--- src/rtl/pipe_ctrl_pkg.sv ---
// Shared types and constants for the pipeline controller.
// Optional performance counters are enabled by defining PIPE_CTRL_PERF_CNT_EN.
package pipe_ctrl_pkg;

  typedef enum logic [1:0] {
    RUN    = 2'd0,
    DRAIN  = 2'd1,
    ENTER  = 2'd2,
    HALTED = 2'd3
  } pc_state_e;

  localparam int DRAIN_CYCLES_DEF = 3;
  localparam int DCNT_W           = 3;   // holds DRAIN_CYCLES-1 for the 1..7 range
  localparam int PERF_W           = 32;

  function automatic int sel_w(input int n);
    return (n > 1) ? $clog2(n) : 1;
  endfunction

endpackage

--- src/rtl/pipeline_ctrl_if.sv ---
// Datapath <-> pipeline controller bundle: hazard/interrupt inputs and stage controls.
interface pipeline_ctrl_if
  import pipe_ctrl_pkg::*;
#(
  parameter int INT_NUM = 3
) ();
  localparam int SEL_W = sel_w(INT_NUM);

  logic               go;
  logic               ex_mem_read;
  logic [4:0]         ex_rd;
  logic [4:0]         id_rs;
  logic [4:0]         id_rt;
  logic               id_uses_rs;
  logic               id_uses_rt;
  logic               ex_branch_taken;
  logic               wb_halt;
  logic               int_en;
  logic [INT_NUM-1:0] int_req;

  logic               pc_en;
  logic               if_id_en;
  logic               id_ex_en;
  logic               ex_dm_en;
  logic               dm_wb_en;
  logic               if_id_stall;
  logic               if_id_clr_n;
  logic               id_ex_clr_n;
  logic               ex_dm_clr_n;
  logic               dm_wb_clr_n;
  logic               int_take;
  logic [SEL_W-1:0]   int_sel;
  logic               halted;
  logic [PERF_W-1:0]  stall_cnt;
  logic [PERF_W-1:0]  flush_cnt;

  modport master (
    output go, ex_mem_read, ex_rd, id_rs, id_rt, id_uses_rs, id_uses_rt,
           ex_branch_taken, wb_halt, int_en, int_req,
    input  pc_en, if_id_en, id_ex_en, ex_dm_en, dm_wb_en, if_id_stall,
           if_id_clr_n, id_ex_clr_n, ex_dm_clr_n, dm_wb_clr_n,
           int_take, int_sel, halted, stall_cnt, flush_cnt
  );

  modport slave (
    input  go, ex_mem_read, ex_rd, id_rs, id_rt, id_uses_rs, id_uses_rt,
           ex_branch_taken, wb_halt, int_en, int_req,
    output pc_en, if_id_en, id_ex_en, ex_dm_en, dm_wb_en, if_id_stall,
           if_id_clr_n, id_ex_clr_n, ex_dm_clr_n, dm_wb_clr_n,
           int_take, int_sel, halted, stall_cnt, flush_cnt
  );
endinterface

--- src/rtl/pipe_hazard_detect.sv ---
// Load-use hazard compare between the load in EX and the sources read in ID.
module pipe_hazard_detect (
  input  logic       ex_mem_read,
  input  logic [4:0] ex_rd,
  input  logic [4:0] id_rs,
  input  logic [4:0] id_rt,
  input  logic       id_uses_rs,
  input  logic       id_uses_rt,
  output logic       hz
);
  assign hz = ex_mem_read && (ex_rd != 5'd0) &&
              ((id_uses_rs && (id_rs == ex_rd)) || (id_uses_rt && (id_rt == ex_rd)));
endmodule

--- src/rtl/pipeline_ctrl.sv ---
// Pipeline register control: load-use stall, branch flush, interrupt drain/entry, halt.
// Define PIPE_CTRL_PERF_CNT_EN to build the stall/flush performance counters.
module pipeline_ctrl
  import pipe_ctrl_pkg::*;
#(
  parameter int INT_NUM      = 3,
  parameter int DRAIN_CYCLES = DRAIN_CYCLES_DEF
) (
  input  logic            clk,
  input  logic            rst,
  pipeline_ctrl_if.slave  pc
);
  localparam int SEL_W = sel_w(INT_NUM);

  pc_state_e         state_q, state_d;
  logic [DCNT_W-1:0] cnt_q, cnt_d;
  logic [SEL_W-1:0]  sel_q, sel_d, sel_lo;
  logic              hz, acc;
  logic              pc_en, en, stall, if_clr_n, ex_clr_n, take, halted;

  pipe_hazard_detect u_hz (
    .ex_mem_read (pc.ex_mem_read),
    .ex_rd       (pc.ex_rd),
    .id_rs       (pc.id_rs),
    .id_rt       (pc.id_rt),
    .id_uses_rs  (pc.id_uses_rs),
    .id_uses_rt  (pc.id_uses_rt),
    .hz          (hz)
  );

  assign acc = pc.int_en && (|pc.int_req) && !pc.ex_branch_taken && !hz && !pc.wb_halt;

  // Lowest-index request wins: scan from the top so the last hit is the lowest.
  always_comb begin
    sel_lo = '0;
    for (int i = INT_NUM - 1; i >= 0; i--)
      if (pc.int_req[i]) sel_lo = SEL_W'(i);
  end

  always_ff @(posedge clk or posedge rst) begin
    if (rst) begin
      state_q <= RUN;
      cnt_q   <= '0;
      sel_q   <= '0;
    end else begin
      state_q <= state_d;
      cnt_q   <= cnt_d;
      sel_q   <= sel_d;
    end
  end

  always_comb begin
    state_d  = state_q;
    cnt_d    = cnt_q;
    sel_d    = sel_q;
    pc_en    = 1'b1;
    en       = 1'b1;
    stall    = 1'b0;
    if_clr_n = 1'b1;
    ex_clr_n = 1'b1;
    take     = 1'b0;
    halted   = 1'b0;
    unique case (state_q)
      RUN: begin
        if (pc.wb_halt) begin
          state_d = HALTED;
          pc_en   = 1'b0;
          en      = 1'b0;
        end else if (pc.ex_branch_taken) begin
          if_clr_n = 1'b0;
          ex_clr_n = 1'b0;
        end else if (hz || acc) begin
          pc_en    = 1'b0;
          stall    = 1'b1;
          ex_clr_n = 1'b0;
          if (acc) begin
            sel_d   = sel_lo;
            cnt_d   = DCNT_W'(DRAIN_CYCLES - 1);
            state_d = (DRAIN_CYCLES == 1) ? ENTER : DRAIN;
          end
        end
      end
      DRAIN: begin
        if (pc.wb_halt) begin
          // Halt preempts the pending entry; the request is re-evaluated after go.
          state_d = HALTED;
          pc_en   = 1'b0;
          en      = 1'b0;
        end else begin
          pc_en    = 1'b0;
          stall    = 1'b1;
          ex_clr_n = 1'b0;
          if (cnt_q != '0) cnt_d = cnt_q - 1'b1;
          if (cnt_q <= DCNT_W'(1)) state_d = ENTER;
        end
      end
      ENTER: begin
        take     = 1'b1;
        if_clr_n = 1'b0;
        ex_clr_n = 1'b0;
        state_d  = RUN;
      end
      HALTED: begin
        pc_en  = 1'b0;
        en     = 1'b0;
        halted = 1'b1;
        if (pc.go) state_d = RUN;
      end
      default: state_d = RUN;
    endcase
  end

  assign pc.pc_en       = pc_en;
  assign pc.if_id_en    = en;
  assign pc.id_ex_en    = en;
  assign pc.ex_dm_en    = en;
  assign pc.dm_wb_en    = en;
  assign pc.if_id_stall = stall && if_clr_n;
  assign pc.if_id_clr_n = if_clr_n;
  assign pc.id_ex_clr_n = ex_clr_n;
  assign pc.ex_dm_clr_n = 1'b1;
  assign pc.dm_wb_clr_n = 1'b1;
  assign pc.int_take    = take;
  assign pc.int_sel     = sel_q;
  assign pc.halted      = halted;

`ifdef PIPE_CTRL_PERF_CNT_EN
  logic [PERF_W-1:0] stall_cnt_q, flush_cnt_q;

  always_ff @(posedge clk or posedge rst) begin
    if (rst) begin
      stall_cnt_q <= '0;
      flush_cnt_q <= '0;
    end else begin
      if (!pc_en && (state_q != HALTED) && (stall_cnt_q != '1))
        stall_cnt_q <= stall_cnt_q + 1'b1;
      if (!if_clr_n && (flush_cnt_q != '1))
        flush_cnt_q <= flush_cnt_q + 1'b1;
    end
  end

  assign pc.stall_cnt = stall_cnt_q;
  assign pc.flush_cnt = flush_cnt_q;
`else
  assign pc.stall_cnt = '0;
  assign pc.flush_cnt = '0;
`endif

endmodule

--- src/flat_wrapper.sv ---
// flat-port wrapper written by rule: the top's interface ports become plain ports
module pipeline_ctrl_flat import pipe_ctrl_pkg::*;
#(
  parameter int INT_NUM      = 3,
  parameter int DRAIN_CYCLES = DRAIN_CYCLES_DEF
)
  (clk, rst, pc_go, pc_ex_mem_read, pc_ex_rd, pc_id_rs, pc_id_rt, pc_id_uses_rs, pc_id_uses_rt, pc_ex_branch_taken, pc_wb_halt, pc_int_en, pc_int_req, pc_pc_en, pc_if_id_en, pc_id_ex_en, pc_ex_dm_en, pc_dm_wb_en, pc_if_id_stall, pc_if_id_clr_n, pc_id_ex_clr_n, pc_ex_dm_clr_n, pc_dm_wb_clr_n, pc_int_take, pc_int_sel, pc_halted, pc_stall_cnt, pc_flush_cnt);
  pipeline_ctrl_if #(.INT_NUM(INT_NUM)) pc_i ();
  input  logic clk;
  input  logic rst;
  input wire logic [$bits(pc_i.go)-1:0] pc_go;
  input wire logic [$bits(pc_i.ex_mem_read)-1:0] pc_ex_mem_read;
  input wire logic [$bits(pc_i.ex_rd)-1:0] pc_ex_rd;
  input wire logic [$bits(pc_i.id_rs)-1:0] pc_id_rs;
  input wire logic [$bits(pc_i.id_rt)-1:0] pc_id_rt;
  input wire logic [$bits(pc_i.id_uses_rs)-1:0] pc_id_uses_rs;
  input wire logic [$bits(pc_i.id_uses_rt)-1:0] pc_id_uses_rt;
  input wire logic [$bits(pc_i.ex_branch_taken)-1:0] pc_ex_branch_taken;
  input wire logic [$bits(pc_i.wb_halt)-1:0] pc_wb_halt;
  input wire logic [$bits(pc_i.int_en)-1:0] pc_int_en;
  input wire logic [$bits(pc_i.int_req)-1:0] pc_int_req;
  output wire logic [$bits(pc_i.pc_en)-1:0] pc_pc_en;
  output wire logic [$bits(pc_i.if_id_en)-1:0] pc_if_id_en;
  output wire logic [$bits(pc_i.id_ex_en)-1:0] pc_id_ex_en;
  output wire logic [$bits(pc_i.ex_dm_en)-1:0] pc_ex_dm_en;
  output wire logic [$bits(pc_i.dm_wb_en)-1:0] pc_dm_wb_en;
  output wire logic [$bits(pc_i.if_id_stall)-1:0] pc_if_id_stall;
  output wire logic [$bits(pc_i.if_id_clr_n)-1:0] pc_if_id_clr_n;
  output wire logic [$bits(pc_i.id_ex_clr_n)-1:0] pc_id_ex_clr_n;
  output wire logic [$bits(pc_i.ex_dm_clr_n)-1:0] pc_ex_dm_clr_n;
  output wire logic [$bits(pc_i.dm_wb_clr_n)-1:0] pc_dm_wb_clr_n;
  output wire logic [$bits(pc_i.int_take)-1:0] pc_int_take;
  output wire logic [$bits(pc_i.int_sel)-1:0] pc_int_sel;
  output wire logic [$bits(pc_i.halted)-1:0] pc_halted;
  output wire logic [$bits(pc_i.stall_cnt)-1:0] pc_stall_cnt;
  output wire logic [$bits(pc_i.flush_cnt)-1:0] pc_flush_cnt;
  assign pc_i.go = pc_go;
  assign pc_i.ex_mem_read = pc_ex_mem_read;
  assign pc_i.ex_rd = pc_ex_rd;
  assign pc_i.id_rs = pc_id_rs;
  assign pc_i.id_rt = pc_id_rt;
  assign pc_i.id_uses_rs = pc_id_uses_rs;
  assign pc_i.id_uses_rt = pc_id_uses_rt;
  assign pc_i.ex_branch_taken = pc_ex_branch_taken;
  assign pc_i.wb_halt = pc_wb_halt;
  assign pc_i.int_en = pc_int_en;
  assign pc_i.int_req = pc_int_req;
  assign pc_pc_en = pc_i.pc_en;
  assign pc_if_id_en = pc_i.if_id_en;
  assign pc_id_ex_en = pc_i.id_ex_en;
  assign pc_ex_dm_en = pc_i.ex_dm_en;
  assign pc_dm_wb_en = pc_i.dm_wb_en;
  assign pc_if_id_stall = pc_i.if_id_stall;
  assign pc_if_id_clr_n = pc_i.if_id_clr_n;
  assign pc_id_ex_clr_n = pc_i.id_ex_clr_n;
  assign pc_ex_dm_clr_n = pc_i.ex_dm_clr_n;
  assign pc_dm_wb_clr_n = pc_i.dm_wb_clr_n;
  assign pc_int_take = pc_i.int_take;
  assign pc_int_sel = pc_i.int_sel;
  assign pc_halted = pc_i.halted;
  assign pc_stall_cnt = pc_i.stall_cnt;
  assign pc_flush_cnt = pc_i.flush_cnt;
  pipeline_ctrl #(.INT_NUM(INT_NUM), .DRAIN_CYCLES(DRAIN_CYCLES)) u_core (.clk(clk), .rst(rst), .pc(pc_i));
endmodule
--- config.mk ---
export PLATFORM = sky130hd
export DESIGN_NAME = pipeline_ctrl_flat
export DESIGN_NICKNAME = d
export VERILOG_FILES = /design/src/rtl/pipe_ctrl_pkg.sv /design/src/rtl/pipeline_ctrl_if.sv /design/src/rtl/pipe_hazard_detect.sv /design/src/rtl/pipeline_ctrl.sv /design/src/flat_wrapper.sv
export SDC_FILE = /design/constraint.sdc
export NUM_CORES = 1
export LEC_CHECK = 0
export ABC_AREA = 1
export CAP_MARGIN = 40
export CORE_MARGIN = 1.5
export CORE_UTILIZATION = 36
export DETAILED_ROUTE_END_ITERATION = 8
export GPL_ROUTABILITY_DRIVEN = 0
export PLACE_DENSITY = 0.87
export SYNTH_ARGS = -nofsm -noshare
export SYNTH_HDL_FRONTEND = slang
export SYNTH_SLANG_ARGS = --single-unit
--- constraint.sdc ---
create_clock -name clk -period 1.9 [get_ports clk]
set_input_delay 0.38 -clock clk [delete_from_list [all_inputs] [get_ports clk]]
set_output_delay 0.38 -clock clk [all_outputs]
set_load 0.03 [all_outputs]
==> impl_results.html, run 1 <==
<table>
<tr><th>Metric</th><th>Value</th></tr>
<tr><th colspan="2">Outcome</th></tr>
<tr><td>Run status</td><td>finished, final reports clean</td></tr>
<tr><th colspan="2">Die</th></tr>
<tr><td>Die Area</td><td>3980 um2</td></tr>
<tr><td>Std-Cell Core Area</td><td>about 3400 um2</td></tr>
<tr><td>Die Span X</td><td>63.1 um</td></tr>
<tr><td>Starting utilization of the core area</td><td>0.383</td></tr>
<tr><td>Count of pins on the block boundary</td><td>105</td></tr>
<tr><td>Die height</td><td>63.1 um</td></tr>
<tr><td>Site Rows</td><td>21</td></tr>
<tr><th colspan="2">Synth</th></tr>
<tr><td>Synthesized cell area</td><td>1300 um2</td></tr>
<tr><td>Number of unique standard cell types used by synthesis</td><td>22</td></tr>
<tr><td>Biggest area contributors in the synthesized netlist</td><td>sky130_fd_sc_hd__buf_4 40%, sky130_fd_sc_hd__nand2_1 15%, sky130_fd_sc_hd__dfrtp_1 13%, sky130_fd_sc_hd__inv_1 6.4%, sky130_fd_sc_hd__nor2_1 4.3%</td></tr>
<tr><td>Warnings, synthesis</td><td>0</td></tr>
<tr><td>Mean post-synth cell area</td><td>6.18 um2</td></tr>
<tr><td>Synthesized instance count</td><td>210</td></tr>
<tr><td>Fraction of the yosys area taken by sequential cells</td><td>0.135</td></tr>
<tr><td>Flop and latch count out of synthesis</td><td>7</td></tr>
<tr><td>Fraction of synthesized cell area taken by the top area cell type</td><td>0.399</td></tr>
<tr><td>Cell taking the most area after synthesis</td><td>sky130_fd_sc_hd__buf_4</td></tr>
<tr><th colspan="2">Critical path</th></tr>
<tr><td>Critical path startpoint category</td><td>input port</td></tr>
<tr><td>Max FO, Critical Path</td><td>3</td></tr>
<tr><td>Crit path capture type</td><td>output pin</td></tr>
<tr><td>Slowest cell delay on critical path</td><td>0.46 ns</td></tr>
<tr><td>Sum of buffers and inverters on the critical path</td><td>3</td></tr>
<tr><td>Critical path type</td><td>in2out</td></tr>
<tr><td>Reg-to-Reg Start</td><td>u_core.state_q[0]</td></tr>
<tr><td>Crit-path most repeated cell</td><td>sky130_fd_sc_hd__nand2_2</td></tr>
<tr><td>Path depth of the worst reg2reg path</td><td>6</td></tr>
<tr><td>Signal arrival time at the worst endpoint</td><td>1.42 ns</td></tr>
<tr><td>Reg2reg end</td><td>u_core.state_q[1]</td></tr>
<tr><td>Delay-heaviest family, CP</td><td>buffers and inverters</td></tr>
<tr><td>Cells traversed along the worst timing path</td><td>clkdlybuf4s50_1 -&gt; nand2_1 -&gt; nor2_2 -&gt; inv_1 -&gt; nand2_2 -&gt; nand2_2 -&gt; nand3_2 -&gt; nand2_2 -&gt; buf_6</td></tr>
<tr><td>Master of the slowest instance on the critical path</td><td>sky130_fd_sc_hd__clkdlybuf4s50_1</td></tr>
<tr><td>Required time at the worst-slack endpoint</td><td>between 1.5 and 2 ns</td></tr>
<tr><td>Reg-to-reg slack, setup</td><td>0.52 ns</td></tr>
<tr><th colspan="2">Clock network</th></tr>
<tr><td>H-tree Lvls</td><td>1</td></tr>
<tr><td>Number of clock sinks</td><td>7</td></tr>
<tr><td>CTS tree</td><td>done</td></tr>
<tr><td>Clk_lat worst skew</td><td>0.24 ns</td></tr>
<tr><td>Num CTS Buffers</td><td>3</td></tr>
<tr><td>Max clock buf depth</td><td>2</td></tr>
<tr><td>Clock transition at the registers of the reported paths</td><td>0.05 ns</td></tr>
<tr><td>Clock root buffer</td><td>sky130_fd_sc_hd__clkbuf_4</td></tr>
<tr><th colspan="2">Global route</th></tr>
<tr><td>Number of antenna violations at the first check in global routing</td><td>0</td></tr>
<tr><td>Largest net degree at the start of global routing</td><td>8</td></tr>
<tr><td>Overall fraction of global-route tracks in use</td><td>0.112</td></tr>
<tr><td>Sum of overflow across all layers after global routing</td><td>0</td></tr>
<tr><td>First-pass GRT wire length</td><td>3710 um</td></tr>
<tr><td>Number of global-route vias before repair</td><td>a little under 1,000</td></tr>
<tr><th colspan="2">Routing</th></tr>
<tr><td>First drt pass iteration count</td><td>4</td></tr>
<tr><td>Total via count after detailed routing</td><td>around 1,200</td></tr>
<tr><td>Wirelength, routed</td><td>2400 um</td></tr>
<tr><td>Number of antenna-violating nets in the routed design</td><td>0</td></tr>
<tr><td>Wire length per cell</td><td>7.88 um</td></tr>
<tr><td>Mean number of vias per cell</td><td>slightly below 4</td></tr>
<tr><td>Starting DRT DRC Count</td><td>48</td></tr>
<tr><td>DRC violations left</td><td>0</td></tr>
<tr><th colspan="2">Pwr</th></tr>
<tr><td>Cell Pwr Density</td><td>1020 nW/um2</td></tr>
<tr><td>Leak pwr</td><td>0.957 nW</td></tr>
<tr><td>Largest voltage drop on the vdd net</td><td>around 0.00043 V</td></tr>
<tr><th colspan="2">STA</th></tr>
<tr><td>Clk_skew</td><td>0.00193 ns</td></tr>
<tr><td>Setup-violating endpoint count in the final report</td><td>0</td></tr>
<tr><td>Tmin final</td><td>1.80 ns</td></tr>
<tr><td>Worst setup margin</td><td>0.0969 ns</td></tr>
<tr><td>Total count of hold-check failures in the final report</td><td>0</td></tr>
<tr><td>Fmax</td><td>approximately 550 MHz</td></tr>
<tr><td>Final critical-path share of the clock period</td><td>0.949</td></tr>
<tr><td>Post-Route Setup TNS</td><td>0 ns</td></tr>
<tr><td>Final slew viol count</td><td>0</td></tr>
<tr><th colspan="2">Placed design</th></tr>
<tr><td>Count of input and output buffers</td><td>38</td></tr>
<tr><td>Pre-CTS worst setup slack</td><td>-0.333 ns</td></tr>
<tr><td>Post-detailed-placement half-perimeter wirelength</td><td>2080 um</td></tr>
<tr><th colspan="2">Final layout</th></tr>
<tr><td>Final core area utilization</td><td>0.458</td></tr>
<tr><td>Share of post-route cells with drive strength above 1</td><td>0.236</td></tr>
<tr><td>Ant. Diodes</td><td>0</td></tr>
<tr><td>Total Nets Final</td><td>290</td></tr>
<tr><td>Growth of design area from synthesis to finish</td><td>19.5%</td></tr>
<tr><th colspan="2">Worst hold path</th></tr>
<tr><td>Worst hold path type</td><td>in2async</td></tr>
<tr><th colspan="2">Job</th></tr>
<tr><td>Maximum capacitance violations</td><td>0</td></tr>
</table>
==> timing repair <==
| action | 4_1_cts | 5_1_grt |
|---|---|---|
| gates resized for setup | 34 | 23 |
| setup buffers | 6 | 0 |
| endpoints found under the setup margin | 5 | 10 |
| pin swaps | 14 | 8 |
| cloned | 0 | 0 |
| hold buffers | 0 | 0 |
==> routing by layer <==
layer	GRT usage	share of wire
met5	0	0
met4	0.0333	0.018
met3	0.0464	0.12
met2	0.197	0.49
met1	0.123	0.37
==> cell type report <==
cell class	instances	area, um2
multi-input combinational	170	778
sequential	7	175
tap	46	57.6
clock buffer	4	26.3
inverter	27	101
timing repair buffer	51	413
fill	353	1840
==> cell usage in the layout (no fill, tap or decap), types with 7 or more instances in the layout <==
| cell type | n |
|---|---|
| sky130_fd_sc_hd__inv_1 | 21 |
| sky130_fd_sc_hd__dlygate4sd2_1 | 12 |
| sky130_fd_sc_hd__nand2_2 | 11 |
| sky130_fd_sc_hd__nor2_1 | 13 |
| sky130_fd_sc_hd__conb_1 | 66 |
| sky130_fd_sc_hd__buf_4 | 19 |
| sky130_fd_sc_hd__nand2_1 | 47 |
| sky130_fd_sc_hd__dfrtp_1 | 7 |
| sky130_fd_sc_hd__clkbuf_2 | 8 |
==> power breakdown <==
part	internal, W	total [W]	switching, W
logic	0.000396	0.00119	0.000797
clock network	0.0000797	0.000128	0.0000481
registers	0.000205	0.000261	0.0000559
==> logic make-up after synthesis <==
logic type / Yosys count / synth area share
AO/OA/AOI/OAI: 11 / 0.0482
flip-flops: 7 / 0.135
AND/OR/NAND/NOR: 89 / 0.295
buffers and inverters: 97 / 0.481
adder cells (fa/ha/maj): 3 / 0.0289
other: 2 / 0.00578
XOR/XNOR: 1 / 0.00674
==> sequential cells by signal, indices dropped and copies added (netlist names) <==
signal	count
u_core.pc.int_sel	2
u_core.cnt_q	3
u_core.state_q	2
==> synthesized netlist by cell type (all sizes together) <==
master   n
o21ai    5
a21o     1
conb     2
nor2    19
inv     27
nand3b   1
a21oi    3
dfrtp    7
nand3    6
nand4    2
xnor2    1
buf     70
o211ai   2
or2      1
ha       3
nor3     2
nand2   58
==> through the flow <==
step / cell area [um2] / total power [W] / hold slack [ns] / instances
floorplan: 1540 / 0.00122 / 0.183 / 274
global placement: 1500 / 0.00141 / 0.456 / 296
detailed placement: 1500 / 0.00144 / 0.465 / 296
CTS: 1560 / 0.00157 / 0.380 / 305
global route: 1550 / 0.00172 / 0.383 / 305
finish: 1550 / 0.00158 / 0.374 / 305
==> worst max path at each step <==
| stage | start | end | slack [ns] | cells past startpoint |
|---|---|---|---|---|
| after floorplan | u_core.state_q[1] | pc_id_ex_clr_n | 0.05 | 5 |
| after global placement | pc_ex_rd[3] | pc_pc_en | -0.31 | 13 |
| after detailed placement | pc_ex_rd[3] | pc_pc_en | -0.33 | 13 |
| after CTS | pc_ex_rd[3] | pc_pc_en | 0.004 | 13 |
| after global routing | u_core.state_q[1] | pc_id_ex_clr_n | -0.01 | 5 |
| final | pc_int_en | pc_pc_en | 0.1 | 9 |
(Power assumes the default switching activity.)
==> run 2: changes to the inputs <==
- SETUP_SLACK_MARGIN: default -> 0.05
==> impl_results.html, run 2 (same netlist as run 1, synthesis figures left out) <==
<table>
<tr><th>Metric</th><th>Value</th></tr>
<tr><th colspan="2">Critical path</th></tr>
<tr><td>Reg-to-Reg Start</td><td>u_core.state_q[1]</td></tr>
<tr><td>Signal arrival time at the worst endpoint</td><td>1.40 ns</td></tr>
<tr><td>Crit path capture type</td><td>output pin</td></tr>
<tr><td>Launching element of the worst setup path</td><td>pc_wb_halt</td></tr>
<tr><td>Reg2reg end</td><td>u_core.state_q[1]</td></tr>
<tr><td>Slowest cell delay on critical path</td><td>0.25 ns</td></tr>
<tr><td>Required time at the worst-slack endpoint</td><td>1.52 ns</td></tr>
<tr><td>Max FO, Critical Path</td><td>3</td></tr>
<tr><td>Master of the slowest instance on the critical path</td><td>sky130_fd_sc_hd__dlygate4sd2_1</td></tr>
<tr><td>Reg-to-reg slack, setup</td><td>0.55 ns</td></tr>
<tr><td>Critical path type</td><td>in2out</td></tr>
<tr><td>Path depth of the worst reg2reg path</td><td>6</td></tr>
<tr><td>Setup crit end</td><td>pc_pc_en</td></tr>
<tr><td>Critical path startpoint category</td><td>input port</td></tr>
<tr><td>Cells traversed along the worst timing path</td><td>dlygate4sd2_1 -&gt; nor2_2 -&gt; nand2_1 -&gt; nor2_2 -&gt; inv_2 -&gt; nand2_4 -&gt; nand2_2 -&gt; nand3_2 -&gt; nand2_2 -&gt; buf_6</td></tr>
<tr><th colspan="2">Job</th></tr>
<tr><td>Maximum capacitance violations</td><td>0</td></tr>
<tr><th colspan="2">STA</th></tr>
<tr><td>Clk_skew</td><td>a little under 0.002 ns</td></tr>
<tr><td>Fmax</td><td>about 560 MHz</td></tr>
<tr><td>Final slew viol count</td><td>0</td></tr>
<tr><td>Final critical-path share of the clock period</td><td>0.939</td></tr>
<tr><td>RSZ-0062 raised after global routing</td><td>yes</td></tr>
<tr><td>Total count of hold-check failures in the final report</td><td>0</td></tr>
<tr><td>Tmin final</td><td>1.78 ns</td></tr>
<tr><td>Setup-violating endpoint count in the final report</td><td>0</td></tr>
<tr><td>Hold Slack</td><td>0.374 ns</td></tr>
<tr><th colspan="2">Pwr</th></tr>
<tr><td>Cell Pwr Density</td><td>between 1000 and 1500 nW/um2</td></tr>
<tr><td>Leak pwr</td><td>0.972 nW</td></tr>
<tr><td>Largest voltage drop on the vdd net</td><td>0.000432 V</td></tr>
<tr><th colspan="2">Placed design</th></tr>
<tr><td>Placed standard-cell area</td><td>1500 um2</td></tr>
<tr><td>Post-detailed-placement half-perimeter wirelength</td><td>2080 um</td></tr>
<tr><td>Count of input and output buffers</td><td>38</td></tr>
<tr><th colspan="2">Routing</th></tr>
<tr><td>Number of antenna-violating nets in the routed design</td><td>0</td></tr>
<tr><td>First drt pass iteration count</td><td>4</td></tr>
<tr><td>DRC violations left</td><td>0</td></tr>
<tr><td>Starting DRT DRC Count</td><td>between 40 and 50</td></tr>
<tr><td>Mean number of vias per cell</td><td>3.87</td></tr>
<tr><td>Wirelength, routed</td><td>2400 um</td></tr>
<tr><td>Total via count after detailed routing</td><td>1,184</td></tr>
<tr><td>Wire length per cell</td><td>7.85 um</td></tr>
<tr><th colspan="2">Final layout</th></tr>
<tr><td>Max FFs per register</td><td>3</td></tr>
<tr><td>Commonest cells after routing, fill and taps aside</td><td>66 x sky130_fd_sc_hd__conb_1, 47 x sky130_fd_sc_hd__nand2_1, 20 x sky130_fd_sc_hd__inv_1, 19 x sky130_fd_sc_hd__buf_4, 13 x sky130_fd_sc_hd__nor2_1</td></tr>
<tr><td>Total Nets Final</td><td>291</td></tr>
<tr><td>Area occupied by registers</td><td>176 um2</td></tr>
<tr><td>Multi-input gate area</td><td>787 um2</td></tr>
<tr><td>Commonest non-fill, non-tap cell in the layout</td><td>sky130_fd_sc_hd__conb_1</td></tr>
<tr><td>Register with the most flip-flops</td><td>u_core.cnt_q</td></tr>
<tr><td>Share of post-route cells with drive strength above 1</td><td>0.262</td></tr>
<tr><td>Fill count</td><td>352</td></tr>
<tr><td>Final std cell area, no fill</td><td>~1600 um2</td></tr>
<tr><td>Growth of design area from synthesis to finish</td><td>20.0%</td></tr>
<tr><td>Ant. Diodes</td><td>0</td></tr>
<tr><th colspan="2">Die</th></tr>
<tr><td>Die Span X</td><td>63.1 um</td></tr>
<tr><td>Starting utilization of the core area</td><td>0.383</td></tr>
<tr><td>Count of pins on the block boundary</td><td>about 110</td></tr>
<tr><td>Std-Cell Core Area</td><td>between 3000 and 4000 um2</td></tr>
<tr><td>Die Area</td><td>3980 um2</td></tr>
<tr><td>Die height</td><td>63.1 um</td></tr>
<tr><td>Site Rows</td><td>21</td></tr>
<tr><th colspan="2">Clock network</th></tr>
<tr><td>Hold_buf cts</td><td>0</td></tr>
<tr><td>Max clock buf depth</td><td>2</td></tr>
<tr><td>H-tree Lvls</td><td>1</td></tr>
<tr><td>Clock transition at the registers of the reported paths</td><td>0.05 ns</td></tr>
<tr><td>Num CTS Buffers</td><td>3</td></tr>
<tr><td>CTS tree</td><td>done</td></tr>
<tr><td>Number of clock sinks</td><td>7</td></tr>
<tr><td>Clk_lat worst skew</td><td>between 0.2 and 0.25 ns</td></tr>
<tr><td>Clock root buffer</td><td>sky130_fd_sc_hd__clkbuf_4</td></tr>
<tr><th colspan="2">Global route</th></tr>
<tr><td>Sum of overflow across all layers after global routing</td><td>0</td></tr>
<tr><td>Number of global-route vias before repair</td><td>about 1,000</td></tr>
<tr><td>First-pass GRT wire length</td><td>3710 um</td></tr>
<tr><td>Overall fraction of global-route tracks in use</td><td>0.112</td></tr>
<tr><td>Largest net degree at the start of global routing</td><td>8</td></tr>
<tr><td>Number of antenna violations at the first check in global routing</td><td>0</td></tr>
<tr><th colspan="2">Worst hold path</th></tr>
<tr><td>Worst hold path type</td><td>in2async</td></tr>
<tr><th colspan="2">Outcome</th></tr>
<tr><td>Run status</td><td>finished, final reports clean</td></tr>
</table>
==> run 2: stage by stage <==
stage	worst slack [ns]	util	TNS [ns]	total power (W)	cells
floorplan	0.0528	-	0	0.00122	274
global placement	-0.314	0.442	-0.843	0.00141	296
detailed placement	-0.333	0.442	-0.867	0.00144	296
CTS	0.00927	0.463	0	0.00157	306
global route	0.0270	0.460	0	0.00173	306
finish	0.117	0.460	0	0.00160	306
==> run 2: timing repair <==
item                       in CTS  in global routing
hold endpoints to repair        0                  0
gates resized for setup        35                 37
buffers inserted                6                  0
pin swaps                      14                 17
setup endpoints to repair       5                 10
==> run 2: how the worst min path moves through the flow <==
stage                     from                   end  slack (ns)  cells past startpoint
2_1_floorplan              rst       u_core.cnt_q[0]        0.18                      1
4_1_cts                    rst  u_core.pc.int_sel[0]        0.38                      2
6_report                   rst  u_core.pc.int_sel[0]        0.37                      2
3_5_place_dp   u_core.cnt_q[1]       u_core.cnt_q[1]        0.47                      2
5_1_grt                    rst     u_core.state_q[1]        0.38                      2
3_3_place_gp   u_core.cnt_q[1]       u_core.cnt_q[1]        0.46                      2
==> run 2: area by class of cell <==
cell class	count	share of cell area
clock buffers	4	0.0169
inverters	27	0.0650
multi-input cells	170	0.505
flip-flops and latches	7	0.113
well taps	46	0.0369
repair buffers	52	0.263
==> run 2: per-layer routing <==
metal / wire length, um / global-route usage / up-vias
li1: - / - / 595
met1: 915 / 0.123 / 510
met2: 1160 / 0.197 / 73
met3: 277 / 0.0464 / 6
met4: 53 / 0.0333 / 0
met5: 0 / 0 / -
==> run 2: where the power goes <==
group	leakage (nW)	internal, W	switching [W]
registers	0.0882	0.000208	0.0000601
logic	0.869	0.000402	0.000798
clock network	0.0150	0.0000797	0.0000481
==> run 2: worst max-delay path: cells and delay by family <==
family                 cells  cell delay [ns]
and+or+nand+nor            7             0.58
buffers and inverters      3             0.43
